### config.mk
export PLATFORM = sky130hd
export DESIGN_NAME = to_lower_stream
export DESIGN_NICKNAME = d
export VERILOG_FILES = /design/src/rtl/to_lower_pkg.sv /design/src/rtl/lower_case_map.sv /design/src/rtl/to_lower_stream.sv
export SDC_FILE = /design/constraint.sdc
export NUM_CORES = 1
export LEC_CHECK = 0
export CORE_UTILIZATION = 51
export DETAILED_ROUTE_END_ITERATION = 10
export MAX_ROUTING_LAYER = met4
export PLACE_DENSITY_LB_ADDON = 0.1
export SLEW_MARGIN = 10
export SYNTH_ARGS = -nofsm -noshare
export SYNTH_HDL_FRONTEND = slang
export SYNTH_HIERARCHICAL = 1
export SYNTH_SLANG_ARGS = --single-unit
export TNS_END_PERCENT = 100
### constraint.sdc
create_clock -name clk -period 2.5 [get_ports clk]
set_clock_uncertainty 0.2 [all_clocks]
set_input_delay 0.25 -clock clk [delete_from_list [all_inputs] [get_ports clk]]
set_output_delay 0.25 -clock clk [all_outputs]
set_load 0.05 [all_outputs]
### src/rtl/to_lower_pkg.sv
// Shared constants, FIFO state encoding and entry layout for the lowercase stream converter.
// Entry carries the already-converted byte plus whether conversion changed it.
package to_lower_pkg;

  localparam logic [7:0] ASCII_UPPER_A = 8'h41;
  localparam logic [7:0] ASCII_UPPER_Z = 8'h5A;
  localparam int         CASE_BIT      = 5;

  typedef enum logic [1:0] {
    EMPTY = 2'd0,
    ONE   = 2'd1,
    TWO   = 2'd2
  } fifo_state_e;

  typedef struct packed {
    logic       conv;
    logic [7:0] data;
  } entry_t;

  function automatic logic is_upper(input logic [7:0] b);
    return (b >= ASCII_UPPER_A) && (b <= ASCII_UPPER_Z);
  endfunction

endpackage

### src/rtl/lower_case_map.sv
// Combinational ASCII uppercase-to-lowercase map; zero latency, no flow control.
// Only 'A'..'Z' are touched; every other byte passes through unchanged.
module lower_case_map
  import to_lower_pkg::*;
(
  input  logic [7:0] din,
  output logic [7:0] dout,
  output logic       conv
);

  always_comb begin
    conv = is_upper(din);
    dout = din;
    if (conv) begin
      dout[CASE_BIT] = 1'b1;
    end
  end

endmodule

### src/rtl/to_lower_stream.sv
// Valid/ready byte stream that lowercases ASCII letters through a 2-entry FIFO.
// Latency 1 cycle; in_ready drops only when both entries are full, so it never depends on out_ready.
module to_lower_stream
  import to_lower_pkg::*;
#(
  parameter int CNT_W = 16
) (
  input  logic             clk,
  input  logic             rst,
  input  logic             in_valid,
  input  logic [7:0]       in_data,
  output logic             in_ready,
  output logic             out_valid,
  output logic [7:0]       out_data,
  output logic             out_conv,
  input  logic             out_ready,
  input  logic             cnt_clr,
  output logic [CNT_W-1:0] conv_cnt
);

  localparam logic [CNT_W-1:0] CNT_MAX = '1;

  fifo_state_e state, state_nxt;
  entry_t      head_q, tail_q;
  entry_t      mapped;
  logic [7:0]  map_data;
  logic        map_conv;
  logic        push, pop;

  lower_case_map u_map (
    .din  (in_data),
    .dout (map_data),
    .conv (map_conv)
  );

  assign mapped = '{conv: map_conv, data: map_data};
  assign push   = in_valid && in_ready;
  assign pop    = out_valid && out_ready;

  always_ff @(posedge clk or posedge rst) begin
    if (rst) begin
      state <= EMPTY;
    end else begin
      state <= state_nxt;
    end
  end

  always_comb begin
    state_nxt = state;
    case (state)
      EMPTY: if (push) state_nxt = ONE;
      ONE: begin
        if (push && !pop) begin
          state_nxt = TWO;
        end else if (pop && !push) begin
          state_nxt = EMPTY;
        end
      end
      TWO:     if (pop) state_nxt = ONE;
      default: state_nxt = EMPTY;
    endcase
  end

  // Handshake outputs come from the state register alone.
  always_comb begin
    in_ready  = 1'b0;
    out_valid = 1'b0;
    case (state)
      EMPTY: in_ready = 1'b1;
      ONE: begin
        in_ready  = 1'b1;
        out_valid = 1'b1;
      end
      TWO:     out_valid = 1'b1;
      default: in_ready = 1'b0;
    endcase
  end

  // head_q is always the oldest entry; tail_q only matters in TWO.
  always_ff @(posedge clk or posedge rst) begin
    if (rst) begin
      head_q <= '0;
      tail_q <= '0;
    end else begin
      case (state)
        EMPTY: if (push) head_q <= mapped;
        ONE: begin
          if (push && pop) begin
            head_q <= mapped;
          end else if (push) begin
            tail_q <= mapped;
          end
        end
        TWO:     if (pop) head_q <= tail_q;
        default: head_q <= head_q;
      endcase
    end
  end

  assign out_data = head_q.data;
  assign out_conv = head_q.conv;

  always_ff @(posedge clk or posedge rst) begin
    if (rst) begin
      conv_cnt <= '0;
    end else if (cnt_clr) begin
      conv_cnt <= '0;
    end else if (push && mapped.conv && (conv_cnt != CNT_MAX)) begin
      conv_cnt <= conv_cnt + CNT_W'(1);
    end
  end

endmodule
## Word level (Yosys, flattened, before mapping)

Cells that the tools add are included.

| storage, ports and cells | value |
|---|---|
| input bits | 13 |
| bits in writable memories | 0 |
| register bits | 36 |
| logic and storage cells | 49 |
| output and inout bits | 27 |
| memories kept | 0 |
| ROM bits | 0 |
| latch bits | 0 |

| operators by class | value |
|---|---|
| add/subtract/negate cells | 1 |
| muxes and demuxes | 14 |
| equal/unequal tests | 7 |
| $lt $le $gt $ge | 2 |
| $mul | 0 |
| divide/modulo/power cells | 0 |
| reductions and logical operators | 18 |
| bitwise operators | 1 |
| shifts and indexed selects | 0 |

Operators by type and width:

| kind | count |
|---|---|
| 16-bit two-way mux | 2 |
| 9-bit two-way mux | 3 |
| 9-bit case mux with 3 select lines | 1 |
| 16-bit by 1-bit adder with 16-bit output (second input constant) | 1 |
| 16-bit inequality test (second input constant) | 1 |
| 8-bit by 7-bit greater-or-equal comparator with 1-bit output (second input constant) | 1 |
| 8-bit by 7-bit <= comparator with 1-bit output (second input constant) | 1 |
| 1-bit logical AND | 8 |
| 2-bit two-way mux | 4 |
| 2-bit inequality test (second input constant) | 3 |
| 2-bit case mux with 3 select lines | 1 |
| 3-bit AND reduction | 2 |
| 4-bit AND reduction | 1 |
| 2-bit OR reduction | 2 |
| 1-bit two-way mux | 3 |
| 3-bit inequality test (second input constant) | 1 |
| 3-bit nonzero test | 1 |
| 2-bit by 1-bit == test with 1-bit output (second input constant) | 1 |
| 2-bit == test (second input constant) | 1 |
| 1-bit logical NOT | 2 |
| 2-bit logical NOT | 1 |
| 2-bit nonzero test | 1 |
| 1-bit NOT | 1 |

## Logic depth before layout (Yosys ltp)

| depth | value |
|---|---|
| depth after elaboration | 9 |
| depth in mapped cells | 7 |
| gate-level depth less buffers | 7 |

## Cells and area by module

Netlist, hierarchy kept.

By module, submodules not included:

| module | sequential area each (um^2) | area an instance (um^2) | times used | cells each |
|---|---|---|---|---|
| to_lower_stream | 900.9 | 1949.4 | 1 | 179 |
| lower_case_map | 0.0 | 100.1 | 1 | 14 |

## Worst setup path before layout

Ideal clock, no wire load.

| path | value |
|---|---|
| path kind | register to register |
| start | reg state[0] |
| end | reg head_q (netlist bit out_data[7]) |
| library setup time | 0.077 ns |
| required time | 2.223 ns |
| buffers on the path | 1 |
| arrival time | 2.292 ns |
| setup slack | -0.070 ns |
| cell stages (with the launch flop) | 8 |
| cells stage by stage | dfrtp_1 -> inv_1 -> ha_1 -> o2111ai_1 -> a2111oi_4 -> buf_2 -> nor2_1 -> a21oi_1 |

| between the ends | value |
|---|---|
| word-level cells in the longest chain between the ends | 7 |
| elaborated cells between the ends (all ways) | 16 |
| classes of those cells | eq/ne (5); mux (3); reduce/logical (8) |

RTL lines:

| element | line | RTL |
|---|---|---|
| from (decl) | to_lower_stream.sv:23 | `fifo_state_e state, state_nxt;` |
| from (signal assigned) | to_lower_stream.sv:44 | `state <= state_nxt;` |
| 2-bit == test or 2-bit by 1-bit == test with 1-bit output (tied branches) | to_lower_stream.sv:68 | `case (state)` |
| 2-bit OR reduction (no source line) (*) | - |  |
| 1-bit two-way mux (*) | to_lower_stream.sv:68 |  |
| net out_valid | to_lower_stream.sv:13 | `output logic out_valid,` |
| 1-bit logical AND (*) | to_lower_stream.sv:38 | `assign pop = out_valid && out_ready;` |
| 1-bit logical AND | to_lower_stream.sv:88 | `if (push && pop) begin` |
| 2-bit inequality test (no source line) | - |  |
| 4-bit AND reduction (no source line) (*) | - |  |
| to (signal assigned) | to_lower_stream.sv:86 | `EMPTY: if (push) head_q <= mapped;` |
| to (signal assigned) | to_lower_stream.sv:89 | `head_q <= mapped;` |
| to (signal assigned) | to_lower_stream.sv:94 | `TWO: if (pop) head_q <= tail_q;` |
| to (decl) | to_lower_stream.sv:24 | `entry_t head_q, tail_q;` |

Mark *: on every way through the listed nets, which the timed path passes. The rest lies on a longest branch.
A chain may end at the register's enable or synchronous reset.

## Worst setup path in the final report

| path | value |
|---|---|
| start | reg state[1] |
| end | reg conv_cnt[15] |

| between the ends | value |
|---|---|
| word-level cells in the longest chain between the ends | 7 |
| elaborated cells between the ends (all ways) | 8 |
| classes of those cells | eq/ne (1); mux (1); reduce/logical (6) |

RTL lines:

| element | line | RTL |
|---|---|---|
| 2-bit by 1-bit == test with 1-bit output or 2-bit logical NOT (tied branches) | to_lower_stream.sv:68 |  |
| 2-bit OR reduction (no source line) (*) | - |  |
| 1-bit two-way mux (*) | to_lower_stream.sv:68 |  |
| 1-bit logical AND (*) | to_lower_stream.sv:37 | `assign push = in_valid && in_ready;` |
| 1-bit logical AND (*) (2 in a row) | to_lower_stream.sv:108 | `end else if (push && mapped.conv && (conv_cnt != CNT_MAX)) begin` |
| 2-bit nonzero test (no source line) (*) | - |  |
| to (signal assigned) | to_lower_stream.sv:109 | `conv_cnt <= conv_cnt + CNT_W'(1);` |
| to (decl) | to_lower_stream.sv:18 | `output logic [CNT_W-1:0] conv_cnt` |

Every way passes the cells marked *; elsewhere a longest branch is shown, timed or not.

==> metrics.md <==
| Metric | Value |
|---|---|
| Status | finished clean |
| Commonest non-fill, non-tap cell in the layout | dfrtp_1 |
| CTS Root Cell | clkbuf_8 |
| Power per Cell Area | 956 mW/mm^2 |
| Critical-path top delay cell | or4_4 |
| Antenna violations before repair | 0 |
| Delay-heaviest family, CP | simple AND/OR/NAND/NOR gates |
| Worst-case reg-to-reg path depth | 6 |
| CP startpoint | state[1] |
| Post-CTS setup buffers | 0 |
| Mean post-synth cell area | roughly 11 sq um |
| Max frequency | between 400 and 500 MHz |
| Largest net degree at the start of global routing | 37 |
| Via count | 1684 |
| WL final | 4580 um |
| Buffers added on ports | 39 |
| WL/cell | 15.7 um |
| CTS sink cnt | 36 |
| Worst path max stage delay | 0.54 ns |
| Slew Viols, Final | 0 |
| Crit share post-route | 94.3% |
| Final instance area | 0.00267 sq mm |
| Yosys cell types | 40 |
| Nets | around 260 |
| Worst R2R Setup Slack | 0.14 ns |
| Number of CTS-inserted buffers | 5 |
| Final Setup Violations | 0 |
| Buf/Inv on CP | 1 |
| Hold Path Origin | in_data[2] |
| Final Hold Viols | 0 |
| Dpl cells | 284 |
| CP Capture Type | register |
| DRC | 0 |
| CTS tree | done |
| Syn Nets | 213 |
| Worst VDD drop | 0.813 mV |
| Most used cell, CP | or4_4 |
| WP data required | 2.52 ns |
| Critical Path Stages | 6 |
| #FFs+latches synth | 36 |
| Number of flops mapped to enable cells by yosys | 0 |
| Commonest cells after routing, fill and taps aside | dfrtp_1 (36), clkdlybuf4s50_1 (32), a21oi_1 (22) |
| Core area | 0.00374 sq mm |
| Critical Path AT | 2.38 ns |
| Worst slew pin tran | 0.530 ns |
| Yosys Warn Count | 6 |
| Worst setup endpoint | conv_cnt[15] |
| Gpl congestion | roughly 0.83 |
| Min Tclk post-route | 2.36 ns |
| Max-Cap Viols | 0 |
| Reg2reg end | conv_cnt[15] |
| GRT overflow | 0 |
| Asr flop ratio synth | 100% |
| CP Cell Sequence | inv_1, ha_1, o211ai_2, or4_4, or4_4, a21oi_2 |
| Placed Area | roughly 0.0025 sq mm |
| Global router's overall resource usage | 24.5% |
| Cells after synthesis | 193 |
| Chip width | 65.4 um |
| Diodes inserted | 0 |
| Skew-Pair Late Insertion Delay | 0.29 ns |
| Die Footprint | about 0.0043 sq mm |
| Area of the mapped netlist | a little over 0.002 sq mm |
| Sequential fraction of the synthesis area | 44.0% |
| CP max FO | 5 |
| Lkg Pwr | 0.00109 uW |
| H-tree depth | 2 |
| DRT iter0 DRCs | 106 |
| Slew HR | 64.6% |
| Share of layout cells above drive strength 1 | a little under a quarter |
| Reg clk slew, reported paths | approximately 0.070 ns |
| I/O pin cnt | 40 |
| Worst r2r src | state[1] |
| Hold crit path type | input port to register |
| Vias per cell | 5.77 |
| Initial core utilization | 54.7% |
| Fillcell total | 281 |
| Via count of the first global-routing pass | roughly 1700 |
| Post-DP HPWL | 3270 um |
| Longest Clk Path Bufs | 2 |
| Main synth FF type | dfrtp_1 |
| Synth-to-layout area growth | 30.4% |
| First-pass GRT wire length | 7870 um |
| Post-route ant nets | 0 |
| CP Launch Type | register |
| Count of non-filler cells in the finished layout | 292 |
| Die height | 65.4 um |
| Unrepaired setup endpoints after global routing | false |
| DR pass1 iterations | 5 |
| Critical path type | register to register |
| Num rows | 22 |
per-layer routing:
layer / track usage, % / wire length, um / vias up
met4: 7.61 / 61 / 0
met3: 4.17 / 210 / 8
met2: 40.9 / 2290 / 42
met5: - / 0 / -
met1: 30.4 / 2020 / 816
li1: - / - / 818
synth_stat cells, drive strengths merged, types with 5 or more instances:
cell,instances,area (sq um)
dfrtp,36,901
nor2,14,52.6
clkbuf,5,48.8
a21oi,24,120
buf,9,65.1
ha,7,87.6
nand4,5,46.3
mux2i,11,110
nand2,6,22.5
inv,7,26.3
o31ai,9,67.6
mux2,11,124
or4,11,87.6
nand3,6,30.0
how the worst min path moves through the flow:
| stage | end | cells past startpoint |
|---|---|---|
| after floorplan | conv_cnt[0] | 1 |
| after global placement | tail_q[3] | 1 |
| after detailed placement | tail_q[3] | 1 |
| after CTS | conv_cnt[10] | 3 |
| after global routing | tail_q[2] | 2 |
| final | tail_q[2] | 2 |
flip-flops by register name (all words and copies together), names as in the netlist:
| signal | flops |
|---|---|
| out_conv | 1 |
| state | 2 |
| tail_q | 9 |
| conv_cnt | 16 |
| out_data | 8 |
logic make-up after synthesis:
logic type                 share of synthesized area [%]
and+or+nand+nor                                     17.9
AOI/OAI and AO/OA                                   15.2
DFF                                                 44.0
muxes                                               11.4
buffers and inverters                               6.84
adders and majority gates                           4.27
xor gates and xnor gates                           0.427
worst reg2reg max path, delay by kind of cell, from the launching register on:
| family | cells | cell delay, ns |
|---|---|---|
| AND/OR/NAND/NOR | 2 | 0.98 |
| buffers and inverters | 1 | 0.14 |
| AO/OA/AOI/OAI | 2 | 0.31 |
| adder cells (fa/ha/maj) | 1 | 0.24 |
| flip-flops | 1 | 0.43 |
power breakdown:
part | leakage, uW | switching [uW] | internal (uW)
Sequential | 0.000457 | 103 | 753
Combinational | 0.000580 | 771 | 493
Clock | 0.0000510 | 214 | 220
repair_timing:
action	in CTS	in global routing
resized for setup	2	13
setup endpoints to repair	7	7
hold buffers	0	0
pin swaps	0	4
final cells by class:
| class | count | area [sq um] | area share [%] |
|---|---|---|---|
| multi-input combinational | 136 | 1050 | 39.4 |
| sequential | 36 | 901 | 33.7 |
| timing repair buffer | 57 | 539 | 20.2 |
| clock buffer | 6 | 82.6 | 3.09 |
| tap | 48 | 60.1 | 2.25 |
| inverter | 7 | 26.3 | 0.983 |
| clock inverter | 2 | 10.0 | 0.375 |
per-stage QoR:
step	utilization, %	setup TNS [ns]	worst slack [ns]	hold WS, ns	power [uW]
final	71.4	0	0.142	0.136	2550
after floorplan	-	0	0.0580	0.217	1760
after global routing	71.4	0	0.0319	0.167	2700
after detailed placement	67.6	-3.70	-0.416	0.295	2140
after CTS	70.2	0	0.0255	0.188	2570
after global placement	67.6	-2.06	-0.284	0.286	2080
(Power assumes the default switching activity.)
==> RTL change (same flow settings) <==
Encoding of `fifo_state_e`: now one-hot (3 bits for 3 states).
--- a/src/rtl/to_lower_pkg.sv
+++ b/src/rtl/to_lower_pkg.sv
@@ -6,10 +6,10 @@
   localparam logic [7:0] ASCII_UPPER_Z = 8'h5A;
   localparam int         CASE_BIT      = 5;
 
-  typedef enum logic [1:0] {
-    EMPTY = 2'd0,
-    ONE   = 2'd1,
-    TWO   = 2'd2
+  typedef enum logic [2:0] {
+    EMPTY = 3'b001,
+    ONE   = 3'b010,
+    TWO   = 3'b100
   } fifo_state_e;
 
   typedef struct packed {
Formal check against the unedited RTL: no difference found for any inputs over 10 cycles, from zero or initial values and one cycle with rst high; not proved beyond that.
==> RTL change against the original RTL <==
Area after synthesis rose by 4.0%; critical path depth down 3; via count up 1.8%; worst setup slack got worse by 0.067 ns; final area is 4.1% higher; sequential cell count grew 1; routed wire length increased by 2.5%; power is 7.0% lower; first-iteration DRC count is 19% lower; register-to-register slack gained 0.11 ns.
==> RTL change: results (changes against the original RTL) <==
The flow ran to the end, and the final reports show no timing, DRC or antenna violations. The class of the tightest hold or removal check is input pin to asynchronous set/reset pin (was input pin to flop). The share of cells above drive strength 1 works out to 30.9% (was 23.4%). Met3 wirelength from detailed routing: 129 µm (was 210 µm). The logs give 42 (was 40) for the number of distinct library cells after synthesis and 212 (was 213) for the number of nets in the synthesized netlist. The run gives 260 (was 263) as the final-stage net count.

The detailed-placement wirelength estimate is 3.38 mm (was 3.27 mm), and the biggest fanout along the worst timing path is 11 (was 5). The run gives 0.00261 mm² (was 0.00253 mm²) as the post-detailed-placement cell area. The part of the Yosys area used for sequential elements is 43.5% (was 44.0%), and the critical path arrival is 1.98 ns (was 2.38 ns).

The met2 global-route usage was 42.7% (was 40.9%); the number of vias per cell after detailed routing was 5.79 (was 5.77). The leakage power of the design is 1.13 nW (was 1.09 nW). The tools report the first-pass GRT wire length as 7.54 mm (was 7.87 mm).

The total routing resource utilization after global routing was 23.4% (was 24.5%); the met2 wire length was 2.59 mm (was 2.29 mm). Most instantiated cells after synthesis: dfrtp_1, mux2_2, a21oi_1, buf_4 (was dfrtp_1, a21oi_1, nor2_1, mux2_2, mux2i_1). Cell with the biggest individual delay on the critical path: clkdlybuf4s50_1 (was or4_4).

The maximum resistive drop on vdd is 0.655 mV (was 0.813 mV), and the number of inserted filler cells in the final layout is 295 (was 281). For the global routing usage on met3, the log shows 5.65% (was 4.17%). Kind of cell adding the most delay to the critical path: buffers and inverters (was simple AND/OR/NAND/NOR gates). The run gives 0.00112 mm² (was 0.00105 mm²) as the multi-input logic area. For the iteration-0 DRC count of the detailed router, the log shows 86 (was 106).
RTL change: layout make-up:
| cell class | count | share of cell area, % |
|---|---|---|
| Sequential cell | 37 | 33.3 |
| Clock buffer | 6 | 2.97 |
| Clock inverter | 2 | 1.35 |
| Inverter | 3 | 0.405 |
| Timing Repair Buffer | 58 | 19.5 |
| Multi-Input combinational cell | 140 | 40.2 |
| Tap cell | 50 | 2.25 |
RTL change: where the power goes:
group | total (mW) | leakage [nW] | switching [mW] | internal, mW
clock network | 0.545 | 0.0574 | 0.221 | 0.324
registers | 0.869 | 0.480 | 0.110 | 0.759
logic | 0.960 | 0.590 | 0.560 | 0.400
RTL change: kinds of logic after synthesis:
family | after synthesis | synth area share [%]
muxes | 31 | 16.4
xor gates and xnor gates | 2 | 1.17
buffers and inverters | 20 | 6.28
and+or+nand+nor | 70 | 21.4
adders and majority gates | 2 | 1.17
AOI/OAI and AO/OA | 35 | 10.2
DFF | 37 | 43.5
RTL change: worst paths after layout:
kind | end | slack, ns | cells past startpoint | startpoint
max | out_valid | 0.07 | 3 | state[2]$_DFFE_PP0P_
min | conv_cnt[7]$_DFFE_PP0P_ | 0.16 | 3 | rst
max reg2reg | out_data[1]$_DFFE_PP0P_ | 0.25 | 7 | state[0]$_DFFE_PP1P_
min reg2reg | tail_q[2]$_DFFE_PP0P_ | 0.32 | 1 | tail_q[2]$_DFFE_PP0P_
max in group asynchronous | state[0]$_DFFE_PP1P_ | 1.59 | 3 | rst
min in group clk | tail_q[2]$_DFFE_PP0P_ | 0.32 | 1 | tail_q[2]$_DFFE_PP0P_
RTL change: timing repair:
item / 4_1_cts / 5_1_grt
setup buffers: 0 / 2
endpoints found under the setup margin: 1 / 14
gates cloned: 0 / 0
pin swaps: 0 / 3
endpoints found under the hold margin: 0 / 0
gates resized for setup: 1 / 7
